--- config.mk ---
export PLATFORM = sky130hd
export DESIGN_NAME = ham_enc_seq_flat
export DESIGN_NICKNAME = d
export VERILOG_FILES = /design/src/rtl/ham_enc_seq_if.sv /design/src/rtl/ham_enc_seq.sv /design/src/flat_wrapper.sv
export SDC_FILE = /design/constraint.sdc
export NUM_CORES = 1
export LEC_CHECK = 0
export CORE_MARGIN = 3
export CORE_UTILIZATION = 30
export CTS_BUF_LIST = sky130_fd_sc_hd__clkbuf_8
export CTS_CLUSTER_DIAMETER = 50
export DETAILED_ROUTE_END_ITERATION = 10
export PLACE_DENSITY = 0.64
export SETUP_SLACK_MARGIN = 0.1
export SLEW_MARGIN = 10
export SYNTH_ARGS = -nofsm -noshare
export SYNTH_HDL_FRONTEND = slang
export SYNTH_SLANG_ARGS = --single-unit
--- constraint.sdc ---
create_clock -name clk -period 2.25 [get_ports clk]
set_clock_uncertainty 0.05 [all_clocks]
set_input_delay 0.45 -clock clk [delete_from_list [all_inputs] [get_ports clk]]
set_output_delay 0.45 -clock clk [all_outputs]
set_load 0.05 [all_outputs]
--- src/rtl/ham_enc_seq_if.sv ---
// Data-memory and req/done bundle between ham_enc_seq and its host.
// The master modport is taken by the sequencer, the slave modport by the host.
interface ham_enc_seq_if #(
  parameter int AW = 8
);
  logic          req;
  logic          done;
  logic          busy;
  logic          mem_own;
  logic [AW-1:0] mem_addr;
  logic          mem_wr_en;
  logic [7:0]    mem_wr_data;
  logic [7:0]    mem_rd_data;
  logic [3:0]    err_cnt;

  modport master (
    input  req, mem_rd_data,
    output done, busy, mem_own, mem_addr, mem_wr_en, mem_wr_data, err_cnt
  );

  modport slave (
    output req, mem_rd_data,
    input  done, busy, mem_own, mem_addr, mem_wr_en, mem_wr_data, err_cnt
  );
endinterface

--- src/rtl/ham_enc_seq.sv ---
// Hamming (16,11) SECDED block encoder: reads MSG_COUNT messages, writes codewords.
// Define HAM_RDBACK_EN to add a read-back VERIFY pass and the err_cnt counter.
module ham_enc_seq #(
  parameter int MSG_COUNT = 15,
  parameter int SRC_BASE  = 0,
  parameter int DST_BASE  = 30,
  parameter int AW        = 8
) (
  input  logic                 clk,
  input  logic                 reset,
  ham_enc_seq_if.master        bus
);

  typedef enum logic [2:0] {
    S_IDLE, S_RD_LO, S_RD_HI, S_WR_LO, S_WR_HI, S_VF_LO, S_VF_HI, S_DONE
  } state_e;

  localparam logic [AW-1:0] SRC_A    = AW'(SRC_BASE);
  localparam logic [AW-1:0] DST_A    = AW'(DST_BASE);
  localparam logic [3:0]    LAST_IDX = 4'(MSG_COUNT - 1);

  state_e      state_q, state_d;
  logic [3:0]  idx_q, idx_d;
  logic [11:1] data_q, data_d;
`ifdef HAM_RDBACK_EN
  logic [3:0]  err_q, err_d;
  logic        mism_q, mism_d;
`endif

  logic          advance;
  logic [AW-1:0] offset, src_lo, dst_lo;
  logic [AW-1:0] addr;
  logic          wr_en;
  logic [7:0]    wr_data;
  logic          p8, p4, p2, p1, p0;
  logic [7:0]    cw_lo, cw_hi;

  assign offset = AW'({idx_q, 1'b0});
  assign src_lo = SRC_A + offset;
  assign dst_lo = DST_A + offset;

  assign p8    = ^data_q[11:5];
  assign p4    = (^data_q[11:8]) ^ (^data_q[4:2]);
  assign p2    = data_q[11] ^ data_q[10] ^ data_q[7] ^ data_q[6] ^ data_q[4] ^ data_q[3] ^ data_q[1];
  assign p1    = data_q[11] ^ data_q[9] ^ data_q[7] ^ data_q[5] ^ data_q[4] ^ data_q[2] ^ data_q[1];
  assign p0    = (^data_q) ^ p8 ^ p4 ^ p2 ^ p1;
  assign cw_lo = {data_q[4:2], p4, data_q[1], p2, p1, p0};
  assign cw_hi = {data_q[11:5], p8};

  // NOTE: every always_comb output gets a default first, so no path can infer a latch.
  always_comb begin
    state_d = state_q;
    idx_d   = idx_q;
    data_d  = data_q;
    addr    = '0;
    wr_en   = 1'b0;
    wr_data = '0;
    advance = 1'b0;
`ifdef HAM_RDBACK_EN
    err_d   = err_q;
    mism_d  = mism_q;
`endif
    unique case (state_q)
      S_IDLE, S_DONE: begin
        if (bus.req) begin
          state_d = S_RD_LO;
          idx_d   = '0;
`ifdef HAM_RDBACK_EN
          err_d   = '0;
`endif
        end
      end
      S_RD_LO: begin
        addr        = src_lo;
        data_d[8:1] = bus.mem_rd_data;
        state_d     = S_RD_HI;
      end
      S_RD_HI: begin
        addr         = src_lo + AW'(1);
        data_d[11:9] = bus.mem_rd_data[2:0];
        state_d      = S_WR_LO;
      end
      S_WR_LO: begin
        addr    = dst_lo;
        wr_en   = 1'b1;
        wr_data = cw_lo;
        state_d = S_WR_HI;
      end
      S_WR_HI: begin
        addr    = dst_lo + AW'(1);
        wr_en   = 1'b1;
        wr_data = cw_hi;
`ifdef HAM_RDBACK_EN
        state_d = S_VF_LO;
`else
        advance = 1'b1;
`endif
      end
`ifdef HAM_RDBACK_EN
      S_VF_LO: begin
        addr    = dst_lo;
        mism_d  = (bus.mem_rd_data != cw_lo);
        state_d = S_VF_HI;
      end
      S_VF_HI: begin
        addr    = dst_lo + AW'(1);
        advance = 1'b1;
        if ((mism_q || (bus.mem_rd_data != cw_hi)) && (err_q != 4'd15)) err_d = err_q + 4'd1;
      end
`endif
      default: state_d = S_IDLE;
    endcase

    if (advance) begin
      if (idx_q == LAST_IDX) begin
        state_d = S_DONE;
      end else begin
        idx_d   = idx_q + 4'd1;
        state_d = S_RD_LO;
      end
    end
  end

  // NOTE: state is updated with non-blocking assignments; reset is synchronous and active-low.
  always_ff @(posedge clk) begin
    if (!reset) begin
      state_q <= S_IDLE;
      idx_q   <= '0;
      data_q  <= '0;
`ifdef HAM_RDBACK_EN
      err_q   <= '0;
      mism_q  <= 1'b0;
`endif
    end else begin
      state_q <= state_d;
      idx_q   <= idx_d;
      data_q  <= data_d;
`ifdef HAM_RDBACK_EN
      err_q   <= err_d;
      mism_q  <= mism_d;
`endif
    end
  end

  assign bus.done        = (state_q == S_DONE);
  assign bus.busy        = (state_q != S_IDLE) && (state_q != S_DONE);
  assign bus.mem_own     = bus.busy;
  assign bus.mem_addr    = addr;
  assign bus.mem_wr_en   = wr_en;
  assign bus.mem_wr_data = wr_data;
`ifdef HAM_RDBACK_EN
  assign bus.err_cnt     = err_q;
`else
  assign bus.err_cnt     = 4'd0;
`endif

endmodule

--- src/flat_wrapper.sv ---
// flat-port wrapper written by rule: the top's interface ports become plain ports
module ham_enc_seq_flat 
#(
  parameter int MSG_COUNT = 15,
  parameter int SRC_BASE  = 0,
  parameter int DST_BASE  = 30,
  parameter int AW        = 8
)
  (clk, reset, bus_req, bus_mem_rd_data, bus_done, bus_busy, bus_mem_own, bus_mem_addr, bus_mem_wr_en, bus_mem_wr_data, bus_err_cnt);
  ham_enc_seq_if #(.AW(AW)) bus_i ();
  input  logic clk;
  input  logic reset;
  input wire logic [$bits(bus_i.req)-1:0] bus_req;
  input wire logic [$bits(bus_i.mem_rd_data)-1:0] bus_mem_rd_data;
  output wire logic [$bits(bus_i.done)-1:0] bus_done;
  output wire logic [$bits(bus_i.busy)-1:0] bus_busy;
  output wire logic [$bits(bus_i.mem_own)-1:0] bus_mem_own;
  output wire logic [$bits(bus_i.mem_addr)-1:0] bus_mem_addr;
  output wire logic [$bits(bus_i.mem_wr_en)-1:0] bus_mem_wr_en;
  output wire logic [$bits(bus_i.mem_wr_data)-1:0] bus_mem_wr_data;
  output wire logic [$bits(bus_i.err_cnt)-1:0] bus_err_cnt;
  assign bus_i.req = bus_req;
  assign bus_i.mem_rd_data = bus_mem_rd_data;
  assign bus_done = bus_i.done;
  assign bus_busy = bus_i.busy;
  assign bus_mem_own = bus_i.mem_own;
  assign bus_mem_addr = bus_i.mem_addr;
  assign bus_mem_wr_en = bus_i.mem_wr_en;
  assign bus_mem_wr_data = bus_i.mem_wr_data;
  assign bus_err_cnt = bus_i.err_cnt;
  ham_enc_seq #(.MSG_COUNT(MSG_COUNT), .SRC_BASE(SRC_BASE), .DST_BASE(DST_BASE), .AW(AW)) u_core (.clk(clk), .reset(reset), .bus(bus_i));
endmodule
==> impl_metrics.toml <==
[route]
vias = 1272
dr.pass1.iters = 4
top_layer = "met4"
routed_wl_um = 3500
vias_per_cell = 4.87
wire_per_inst_um = 13.4
drc = 0
drtIter0Drc = 70
m1WireLength_um = 1620
met3_length_um = 168
ant_nets = 0
dr_wl_met2_um = 1680

[cells_and_area]
syn_to_final_growth_pct = 62.1
layout.nets = 226
final_util = 0.526
final_common_cell = "buf_4"
final_cell_mix = "buf_4 (25), nor2_1 (19), buf_12 (16), nand2_1 (15)"
drive_gt1_frac = 0.393
antennaDiodeCount = 0
design_area_um2 = 2210

[worst_setup_path]
reg2reg_from = "u_core.state_q[1]$_SDFFE_PN0P_"
critPathMaxStageDelay_ns = 0.46
crit_path_end_kind = "output pin"
path_cells = "xnor2_2 > xnor3_2 > xnor3_1 > a22o_4 > buf_12"
startpoint_type = "register"
r2r_setup_slack_ns = 0.60
reg2reg_to = "u_core.idx_q[3]$_SDFF_PN0_"
worst-path-max-fanout = 3
cp.required_ns = 1.75
cp_slowest_cell = "xnor3_2"
crit_type = "register to output pin"
r2r_cells = 5
critPathArrivalTime_ns = 1.95
critPathBufInv = 1
cpLargestDelayFamily = "XOR/XNOR gates"

[worst_hold_path]
hold_end = "u_core.data_q[10]$_SDFFE_PN0P_"
min_from = "u_core.data_q[10]$_SDFFE_PN0P_"
hold_path_class = "register to register"
whs_path_depth = 2

[yosys]
ys_warn_count = 0
syn_avg_cell_area_um2 = 8.02
synth_top_area_frac = 0.264
synth.area.top_cells = "dfxtp_1 (26%), xnor3_1 (6.6%), xnor2_1 (6.4%), a21oi_1 (5.5%), nor2_1 (5.5%)"
yosysTopAreaCell = "dfxtp_1"
ys_types = 37
synth_cells = 170
netlist_area_um2 = 1360
ys_ff_latch = 18
yosysSeqAreaShare = 0.264

[timing]
max_freq_ghz = 0.407
setup_violations = 2
finalHoldViolCount = 0
setup_tns_ns = -0.209
fin_ws_ns = -0.205
finalCritPeriodShare = 1.09
rsz0062_at_grt = "yes"
fin_crit_ns = 2.45
drv_slew = 0

[floorplanning]
ios = 35
core_um2 = 4200
initial_core_util = 0.324
chipHeight_um = 73.4
fp.dieW_um = 73.4
fp-row-count = 23
die_area_um2 = 5390

[clock_network]
cts_buffer_depth = 2
cts_tree = "done"
htree_levels = 1
cts_sinks = 18
cts_root_buf = "clkbuf_8"
insertion_delay_ns = 0.25
path_clk_slew_ns = 0.07
numCtsBuffers = 3

[pwr]
seqPwrFrac = 0.325
sw_frac_of_total = 0.329
powerDensity_nw_per_um2 = 501
peakVddDrop_mv = 0.336
p_comb_frac = 0.435
p_switching_w = 0.000364
pwr-share-clk = 0.240
leakage_nw = 0.904
intPower_w = 0.000742

[grt]
grt_pass1_vias = 1199
grt_overflow = 0
grt_pass1_wl_um = 5850
grt_max_degree = 14
track_usage = 0.138
antenna_found_initial = 0

[run]
max_cap_violations = 0

[place]
placed_cell_area_um2 = 1990
gp_congestion = 0.840
portBuffers = 28
dp_hpwl_um = 2520

[run_status]
status = "complete, but fails checks"
violations = "negative setup slack"
-- worst min-delay path: stages, from the launching register on --
cell	delay, ns
dfxtp_4	0.37
o21ai_0	0.08
a21oi_1	0.07
-- sequential cells by signal, summed over array words and instances (netlist names) --
| name | cells |
|---|---|
| u_core.state_q | 3 |
| u_core.idx_q | 4 |
| u_core.data_q | 11 |
-- kinds of logic after synthesis --
family / synth area share
xor gates and xnor gates: 0.185
buffers and inverters: 0.0918
and+or+nand+nor: 0.180
AOI/OAI and AO/OA: 0.197
muxes: 0.0523
other: 0.00275
adders and majority gates: 0.0276
DFF: 0.264
-- Yosys cell counts --
cell type  instances
nand3b_1           2
clkbuf_1          10
nor3b_1            3
o32ai_1            1
o21a_1             2
buf_1              2
a22o_1             5
o22ai_1            6
or2_2              2
ha_1               3
nand2_1           15
xnor3_1            4
inv_1              6
buf_2              1
dfxtp_1           18
a21oi_1           15
xor2_1             3
xnor3_2            1
nor2_1            20
xnor2_1           10
nand3_1            2
o211ai_1           1
nand4_1            1
mux2i_1            6
o21ai_0            8
nand2b_1           2
and3_1             1
nor3_1             2
xor3_1             1
a32oi_1            2
o211a_1            1
buf_4              7
conb_1             1
mux2_2             1
a31oi_1            2
nor2b_1            2
nor4_1             1
-- power by group through the flow --
stage,combinational [W],clock (W),sequential [W]
detailed placement,0.000432,0,0.000363
finish,0.000481,0.000265,0.000360
global route,0.000513,0.000294,0.000363
global placement,0.000430,0,0.000362
CTS,0.000447,0.000276,0.000358
floorplan,0.000313,0,0.000355
-- stage by stage --
step | instances | hold WS [ns] | total power [W] | setup slack (ns)
after global routing | 261 | 0.529 | 0.00117 | -0.270
after detailed placement | 252 | 0.498 | 0.000795 | 0.0244
final | 261 | 0.504 | 0.00111 | -0.205
after CTS | 256 | 0.502 | 0.00108 | -0.222
after global placement | 252 | 0.476 | 0.000792 | 0.0547
after floorplan | 175 | 0.454 | 0.000667 | -0.108
-- how the worst max path moves through the flow --
stage,from,slack (ns),endpoint,cells past startpoint
after floorplan,u_core.state_q[1]$_SDFFE_PN0P_,-0.11,bus_mem_addr[1],6
after CTS,u_core.data_q[11]$_SDFFE_PN0P_,-0.22,bus_mem_wr_data[0],5
after global routing,u_core.data_q[9]$_SDFFE_PN0P_,-0.27,bus_mem_wr_data[0],5
after detailed placement,u_core.data_q[11]$_SDFFE_PN0P_,0.02,bus_mem_wr_data[0],5
after global placement,u_core.data_q[11]$_SDFFE_PN0P_,0.05,bus_mem_wr_data[0],5
final,u_core.data_q[9]$_SDFFE_PN0P_,-0.20,bus_mem_wr_data[0],5
-- final cells by class --
class / instances / area [um2]
well taps: 50 / 62.6
repair buffers: 52 / 619
multi-input cells: 131 / 1070
fillers: 379 / 1990
clock buffers: 4 / 55.1
flip-flops and latches: 18 / 380
inverters: 6 / 22.5
-- metal layers --
layer	track usage	vias up
met3	0.0274	4
met5	0	-
met4	0.0302	0
met2	0.226	33
met1	0.186	582
li1	-	653
-- repair_timing --
item | CTS | global route
gates resized for setup | 18 | 13
hold buffers | 0 | 0
setup buffers | 0 | 5
endpoints found under the setup margin | 7 | 15
pin swaps | 4 | 2
Note: power is estimated with default switching activity, not from simulation.
